File: config.mk
export PLATFORM = sky130hd
export DESIGN_NAME = usb_byte_fifo_tx
export DESIGN_NICKNAME = d
export VERILOG_FILES = /design/src/rtl/usb_byte_fifo_tx.sv
export SDC_FILE = /design/constraint.sdc
export NUM_CORES = 1
export LEC_CHECK = 0
export ABC_AREA = 1
export BUFFER_PORTS_ARGS = -buffer_cell sky130_fd_sc_hd__buf_2
export CAP_MARGIN = 20
export CORE_MARGIN = 3
export CORE_UTILIZATION = 54
export CTS_CLUSTER_DIAMETER = 150
export DETAILED_ROUTE_END_ITERATION = 10
export HOLD_SLACK_MARGIN = 0.1
export PLACE_DENSITY = 0.7
export SYNTH_ARGS = -nofsm -noshare
export SYNTH_HDL_FRONTEND = slang
export SYNTH_SLANG_ARGS = --single-unit
File: constraint.sdc
create_clock -name CLK -period 7.3 [get_ports CLK]
set_clock_uncertainty 0.1 [all_clocks]
set_input_delay 0.365 -clock CLK [delete_from_list [all_inputs] [get_ports CLK]]
set_output_delay 0.365 -clock CLK [all_outputs]
set_load 0.01 [all_outputs]
File: src/rtl/usb_byte_fifo_tx.sv
// Byte FIFO between the frame serializer and an FT245-style USB FIFO chip.
// Bytes are captured on WR rising edges and drained as timed USB_WR strobes gated by nTXE.
module usb_byte_fifo_tx #(
    parameter int ADDR_W   = 6,
    parameter int WR_PULSE = 3,
    parameter int GAP_CYC  = 2
) (
    input  logic              CLK,
    input  logic              Reset,
    input  logic [7:0]        DIN,
    input  logic              WR,
    input  logic              nTXE,
    output logic [7:0]        USB_D,
    output logic              USB_WR,
    output logic [ADDR_W:0]   LEVEL,
    output logic              EMPTY,
    output logic              FULL,
    output logic              OVF
);

    localparam int DEPTH   = 1 << ADDR_W;
    localparam int CNT_MAX = (WR_PULSE > GAP_CYC) ? WR_PULSE : GAP_CYC;
    localparam int CNT_W   = (CNT_MAX > 2) ? $clog2(CNT_MAX) : 1;

    localparam logic [CNT_W-1:0] PULSE_LOAD = CNT_W'(WR_PULSE - 1);
    localparam logic [CNT_W-1:0] GAP_LOAD   = CNT_W'(GAP_CYC - 1);
    localparam logic [ADDR_W:0]  DEPTH_LVL  = (ADDR_W + 1)'(DEPTH);

    typedef enum logic [1:0] {
        IDLE   = 2'd0,
        STROBE = 2'd1,
        GAP    = 2'd2
    } state_t;

    logic [7:0]        mem_q [DEPTH];
    logic [ADDR_W-1:0] wptr_q;
    logic [ADDR_W-1:0] rptr_q;
    logic [ADDR_W:0]   level_q;
    logic [ADDR_W:0]   level_d;
    logic              empty_q;
    logic              full_q;
    logic              ovf_q;
    logic              wr_dly_q;
    logic              txe_s1_q;
    logic              txe_s2_q;
    logic [7:0]        usb_d_q;
    logic              usb_wr_q;
    logic              usb_wr_d;
    logic [CNT_W-1:0]  cnt_q;
    logic [CNT_W-1:0]  cnt_d;
    state_t            state_q;
    state_t            state_d;

    logic push;
    logic push_ok;
    logic drop;
    logic pop;
    logic txe_ok;

    assign push    = WR & ~wr_dly_q;
    // FULL is judged before any same-cycle pop, so a full FIFO never accepts a byte
    assign push_ok = push & ~full_q;
    assign drop    = push & full_q;
    assign txe_ok  = ~txe_s2_q;

    always_ff @(posedge CLK or posedge Reset) begin
        if (Reset) begin
            wr_dly_q <= 1'b1;
            txe_s1_q <= 1'b1;
            txe_s2_q <= 1'b1;
        end else begin
            wr_dly_q <= WR;
            txe_s1_q <= nTXE;
            txe_s2_q <= txe_s1_q;
        end
    end

    always_ff @(posedge CLK) begin
        if (push_ok) begin
            mem_q[wptr_q] <= DIN;
        end
    end

    always_comb begin
        level_d = level_q;
        case ({push_ok, pop})
            2'b10:   level_d = level_q + 1'b1;
            2'b01:   level_d = level_q - 1'b1;
            default: level_d = level_q;
        endcase
    end

    always_ff @(posedge CLK or posedge Reset) begin
        if (Reset) begin
            wptr_q  <= '0;
            rptr_q  <= '0;
            level_q <= '0;
            empty_q <= 1'b1;
            full_q  <= 1'b0;
            ovf_q   <= 1'b0;
        end else begin
            if (push_ok) begin
                wptr_q <= wptr_q + 1'b1;
            end
            if (pop) begin
                rptr_q <= rptr_q + 1'b1;
            end
            if (drop) begin
                ovf_q <= 1'b1;
            end
            level_q <= level_d;
            empty_q <= (level_d == '0);
            full_q  <= (level_d == DEPTH_LVL);
        end
    end

    always_comb begin
        state_d  = state_q;
        cnt_d    = cnt_q;
        usb_wr_d = usb_wr_q;
        pop      = 1'b0;
        case (state_q)
            IDLE: begin
                usb_wr_d = 1'b0;
                if (!empty_q && txe_ok) begin
                    pop      = 1'b1;
                    usb_wr_d = 1'b1;
                    cnt_d    = PULSE_LOAD;
                    state_d  = STROBE;
                end
            end
            STROBE: begin
                if (cnt_q == '0) begin
                    usb_wr_d = 1'b0;
                    cnt_d    = GAP_LOAD;
                    state_d  = GAP;
                end else begin
                    cnt_d = cnt_q - 1'b1;
                end
            end
            GAP: begin
                // nTXE is deliberately ignored here; it is only sampled again in IDLE
                if (cnt_q == '0) begin
                    state_d = IDLE;
                end else begin
                    cnt_d = cnt_q - 1'b1;
                end
            end
            default: begin
                usb_wr_d = 1'b0;
                state_d  = IDLE;
            end
        endcase
    end

    always_ff @(posedge CLK or posedge Reset) begin
        if (Reset) begin
            state_q  <= IDLE;
            cnt_q    <= '0;
            usb_wr_q <= 1'b0;
            usb_d_q  <= 8'h00;
        end else begin
            state_q  <= state_d;
            cnt_q    <= cnt_d;
            usb_wr_q <= usb_wr_d;
            if (pop) begin
                usb_d_q <= mem_q[rptr_q];
            end
        end
    end

    assign USB_D  = usb_d_q;
    assign USB_WR = usb_wr_q;
    assign LEVEL  = level_q;
    assign EMPTY  = empty_q;
    assign FULL   = full_q;
    assign OVF    = ovf_q;

endmodule

==> results by group, run 1 <==
Run status
  – Outcome: finished clean

STA
  – Hold Slack: 0.2559 ns
  – Final period utilization: 0.4785
  – Worst slew pin tran: 1.133 ns
  – Fmax: 0.2863 GHz
  – Slew Viols, Final: 0
  – Final setup viols: 0
  – Final hold violation count: 0
  – Slew margin rel.: 0.2416
  – Setup TNS: 0 ns
  – RSZ-0062 raised after global routing: false
  – Minimum clock period: 3.493 ns

Worst setup path
  – Crit Path Category: register to register
  – Crit path largest cell delay: 1.04 ns
  – Most Frequent Cell on Critical Path: nand2_1
  – Critical Path End Type: register
  – Required time of the critical path: 7.69 ns
  – Worst path slowest cell: dfrtp_4
  – Crit-path cells: inv_6 > buf_12 > o21ai_0 > o22ai_1 > nand2_1 > nand2_1 > a21oi_1 > nand2_1 > nand3_1 > nand2_1 > nand2_1 > nand2_1
  – Data arrival time of the critical path: 3.88 ns
  – Critical-path maximum fanout: 204
  – Worst reg2reg setup slack: 3.81 ns
  – CP startpoint kind: register

Global routing
  – Wire length of the first global-routing pass: 82.05 mm
  – Gr ovfl total: 0
  – Vias in the first global route: 13,578
  – Pin count of the biggest net entering global routing: 205
  – Total GRT Usage: 0.2427
  – Antenna violations before repair: 1

Synthesis
  – Most common cell in the netlist: edfxtp_1
  – Syn_nets: 1,813
  – Post-synth top area cell: edfxtp_1
  – Mapped Area: 0.02231 mm2
  – Share of the synthesized area in the top cell type: 0.6891
  – Seq/Total Area, Yosys: 0.7320
  – Main synth FF type: edfxtp_1
  – Commonest cells post-synth: edfxtp_1 (512), nor2_1 (368), o21ai_0 (229)
  – Post-synth cell types: 36
  – Synthesized instance count: 1,791
  – FFs w/ async S/R, synth: 0.06909
  – Synth top area cells: edfxtp_1 (69%), nor2_1 (6.2%), o21ai_0 (5.1%)
  – Synth Register Bits: 550
  – Synthesis warning total: 0
  – Post-synth EDFFs: 512
  – Avg Inst Size Synth: 12.46 um2

Place
  – Placed Cells: 2,256
  – PortBufs: 30
  – HPWL Detailed: 29.86 mm
  – Routability cong.: 0.9310

Detailed routing
  – 1st-pass router iterations: 5
  – Vias/cell: 6.067
  – DR WL/cell: 22.65 um
  – Antenna viol nets, final: 0
  – Starting DRT DRC Count: 1,631
  – DR vias: 14,331
  – Drt total wl: 53.50 mm
  – DRC Markers: 0

Die
  – Die Ht: 209.3 um
  – # IOs: 31
  – Num rows: 73
  – Die ar.: 0.04379 mm2
  – Initial Util: 0.5539
  – Core area: 0.04028 mm2
  – Die Span X: 209.3 um

Final layout
  – Reg area: 0.01634 mm2
  – NumNets Final: 1,813
  – Ratio of cells with drive above 1 in the final layout: 0.08388
  – Area of the multi-input gates: 0.005248 mm2
  – Filler cells: 2,979
  – Final non-filler cell total: 2,362
  – Area Overhead vs Synth: 10.86%

CTS
  – CTS H-tree lvls: 2
  – Worst-Skew Late Latency: 0.60 ns
  – Clk root buf: clkbuf_16
  – CTS Sinks: 550
  – Clock transition at path regs: 0.07 ns
  – Max Buffers Root-to-Sink: 3
  – Num CTS Buffers: 54
  – CTS tree: yes
  – Post-CTS Setup Bufs: 0

Flow run
  – Max-cap check violation count: 0

Power and ir drop
  – VDD IR max: 314.0 uV
  – Leakage power: 8.259 nW
  – Pwr/cell area: 392.3 mW/mm2

Hold path
  – Hold Path Class: register to register
-- logic make-up after synthesis --
group | share of synthesized area
buffers and inverters | 0.03337
AO/OA/AOI/OAI | 0.1067
flip-flops | 0.7320
adder cells (fa/ha/maj) | 0.005608
XOR/XNOR | 0.004318
AND/OR/NAND/NOR | 0.1180
-- sequential cells by signal, indices dropped and copies added, names as in the netlist --
register,flops
USB_WR,1
txe_s2_q,1
txe_s1_q,1
OVF,1
wptr_q,6
rptr_q,6
cnt_q,2
USB_D,8
FULL,1
wr_dly_q,1
EMPTY,1
state_q,2
mem_q,512
LEVEL,7
-- cells in the final DEF (no fill, tap or decap), types with 2 or more instances in the layout --
master / n
edfxtp_1: 512
nor2_1: 367
o21ai_0: 229
nand2_1: 167
nand3_1: 88
o22ai_1: 63
clkbuf_16: 55
o211ai_1: 46
o21ai_1: 38
inv_1: 37
dfrtp_1: 32
buf_2: 30
a21oi_1: 23
o221ai_1: 18
buf_4: 18
bufinv_16: 13
nand4_1: 12
clkinv_1: 11
xor2_1: 10
ha_1: 10
clkinv_2: 10
clkbuf_1: 8
clkinvlp_4: 5
dfstp_2: 4
dlygate4sd3_1: 3
nand3b_1: 2
nor3_1: 2
inv_2: 2
clkinv_8: 2
buf_12: 2
dfrtp_4: 2
-- power breakdown --
part           total, mW  switching, mW  internal, mW
combinational       2.86           2.04         0.823
clock               3.03           1.18          1.84
sequential          3.81          0.223          3.59
total               9.70           3.45          6.26
-- critical path, delay by kind of cell, from the launching register on --
family / cells / cell delay [ns]
buffers and inverters: 2 / 0.66
flip-flops: 1 / 1.04
AND/OR/NAND/NOR: 7 / 0.45
AO/OA/AOI/OAI: 3 / 0.77
-- cell type report --
class	instances	share of cell area
flip-flops and latches	550	0.6606
multi-input cells	1087	0.2122
clock buffers	63	0.05686
well taps	525	0.02656
clock inverters	38	0.02206
repair buffers	54	0.01482
inverters	44	0.006880
diodes	1	0.0001012
-- per-layer routing --
metal	vias up	GRT usage	part of all wire
li1	6516	-	-
met1	7004	0.3526	0.41
met2	695	0.3640	0.46
met3	116	0.05022	0.096
met4	0	0.09723	0.039
met5	-	0	0
-- final timing paths --
kind | startpoint | to | depth (start not counted)
min in group asynchronous | Reset | cnt_q[0] | 4
max in group asynchronous | Reset | rptr_q[1] | 4
hold reg to reg | txe_s1_q | txe_s2_q | 0
setup reg to reg | rptr_q[0] | USB_D[3] | 12
hold / removal | txe_s1_q | txe_s2_q | 0
setup / recovery | rptr_q[0] | USB_D[3] | 12
-- what timing repair did --
| item | in CTS | in global routing |
|---|---|---|
| gates resized for setup | 0 | 0 |
| hold buffers | 3 | 0 |
| endpoints found under the hold margin | 38 | 0 |
-- through the flow --
stage	setup WS, ns	instance area (um2)	power (mW)	utilization
after floorplan	5.010	22310	5.822	-
after global placement	3.965	22740	6.617	0.5645
after detailed placement	3.996	22740	6.682	0.5645
after CTS	3.936	24720	9.688	0.6137
after global routing	3.632	24730	10.17	0.6140
final	3.807	24730	9.703	0.6140
No activity file was read; power rests on OpenSTA's default activity.
==> run 2, diff against run 1 <==
clock period = 3.52 ns   (was 7.3 ns; I/O delays follow)
==> run 2 against run 1 <==
Net effect:
- routed wire length is 2.6% higher
- utilization is 0.25 points higher
- sequential share of layout area is 0.26 points lower
- final cell count is 1.4% higher
- non-clock buffer count is 36 higher
- clock power is 84% higher
- critical path depth is 2 lower
- critical endpoint unchanged
- clock-buffer cell count is 13 higher
- die area stayed put
- first-iteration DRC count is 15% higher
- sequential power is 100% higher
==> results by group, run 2 (synthesis gave the netlist of run 1 again) <==
CTS
  – Clk root buf: clkbuf_16
  – Clock transition at path regs: 0.06 ns
  – Num CTS Buffers: 53
  – Max Buffers Root-to-Sink: 3
  – CTS tree: yes
  – CTS H-tree lvls: 2
  – CTS-repair resized insts: 0
  – Worst-Skew Late Latency: 0.60 ns
  – CTS Sinks: 550

Final layout
  – Area Overhead vs Synth: 11.31%
  – Reg area: 0.01634 mm2
  – Ratio of cells with drive above 1 in the final layout: 0.09144
  – Commonest cells after routing, fill and taps aside: edfxtp_1 (512), nor2_1 (367), o21ai_0 (229)
  – # diodes: 0
  – Filler cells: 3,059
  – Fin util: 0.6165
  – Most flops, register: mem_q
  – Commonest non-fill, non-tap cell in the layout: edfxtp_1
  – NumNets Final: 1,848
  – Area of the multi-input gates: 0.005238 mm2
  – Max reg flops: 512

Hold path
  – Hold Path Class: input port to register

Global routing
  – Gr ovfl total: 0
  – Wire length of the first global-routing pass: 84.21 mm
  – Pin count of the biggest net entering global routing: 152
  – Total GRT Usage: 0.2499
  – Antenna violations before repair: 0
  – Vias in the first global route: 14,075

STA
  – Slew margin rel.: 0.2995
  – Setup TNS: 0 ns
  – Final period utilization: 0.7858
  – Hold Slack: 0.1312 ns
  – Final hold violation count: 0
  – Worst Slack Setup Final: 0.7541 ns
  – Minimum clock period: 2.766 ns
  – Worst slew pin tran: 1.051 ns
  – Slew Viols, Final: 0
  – Fmax: 0.3615 GHz
  – Final setup viols: 0
  – RSZ-0062 raised after global routing: false

Worst setup path
  – Crit path buf inv count: 2
  – Critical Path End Type: register
  – Critical-path maximum fanout: 34
  – Worst path slowest cell: dfrtp_4
  – Crit path largest cell delay: 0.66 ns
  – Crit Path Category: register to register
  – Data arrival time of the critical path: 3.19 ns
  – Most Frequent Cell on Critical Path: nand2_1
  – Required time of the critical path: 3.94 ns
  – Crit-path cells: inv_2 > buf_4 > o21ai_0 > o22ai_1 > a21oi_1 > nand2_1 > nand3_1 > nand2_1 > nand2_1 > nand2_1
  – Cell family with most CP delay: buffers and inverters
  – CP startpoint kind: register

Power and ir drop
  – Pwr/cell area: 795.6 mW/mm2
  – Power Total: 19.76 mW
  – Leakage power: 8.365 nW
  – VDD IR max: 611.2 uV

Detailed routing
  – DR WL/cell: 22.91 um
  – Vias/cell: 6.073
  – Antenna viol nets, final: 0
  – DR vias: 14,546
  – Starting DRT DRC Count: 1,873
  – DRC Markers: 0
  – Drt total wl: 54.88 mm
  – 1st-pass router iterations: 6

Die
  – Die ar.: 0.04379 mm2
  – # IOs: 31
  – Num rows: 73
  – Die Span X: 209.3 um
  – Initial Util: 0.5539
  – Die Ht: 209.3 um
  – Core area: 0.04028 mm2

Place
  – Routability cong.: 0.8956
  – PortBufs: 30
  – Pre-CTS WS: 0.8268 ns
  – HPWL Detailed: 32.84 mm

Flow run
  – Max-cap check violation count: 0

Run status
  – Outcome: finished clean
## run 2: worst paths after layout
check / startpoint / endpoint / slack, ns / cells past startpoint
max: rptr_q[1] / USB_D[3] / 0.75 / 10
min: nTXE / txe_s1_q / 0.13 / 2
max reg2reg: rptr_q[1] / USB_D[3] / 0.75 / 10
min reg2reg: txe_s1_q / txe_s2_q / 0.26 / 0
max in group asynchronous: Reset / rptr_q[1] / 2.73 / 4
min in group asynchronous: Reset / USB_D[1] / 0.17 / 4
## run 2: cell type report
class,count,share of cell area
clock buffer,76,0.05981
clock inverter,23,0.008515
inverter,44,0.006852
multi-input combinational,1087,0.2109
sequential,550,0.6579
tap,525,0.02645
timing repair buffer,90,0.02953
## run 2: through the flow
step	instances	area (um2)
floorplan	1791	22310
global placement	2286	23020
detailed placement	2288	23060
CTS	2395	24830
global route	2395	24830
finish	2395	24830
## run 2: timing repair
action	CTS	global route
endpoints found under the hold margin	175	0
hold buffers	8	0
setup buffers	0	0
## run 2: report_power, final
part	switching, mW	internal (mW)	leakage (nW)	total, mW
Sequential	0.293	7.45	5.06	7.74
Clock	2.35	3.22	0.830	5.58
Combinational	4.61	1.83	2.47	6.44
Total	7.26	12.5	8.36	19.8
## run 2: metal layers
layer | global-route usage | part of all wire | vias up | wire length (um)
met1 | 0.3566 | 0.41 | 7090 | 22290
met2 | 0.3822 | 0.46 | 749 | 25200
li1 | - | - | 6581 | -
met5 | 0 | 0 | - | 0
met3 | 0.04933 | 0.097 | 126 | 5314
met4 | 0.1025 | 0.038 | 0 | 2082
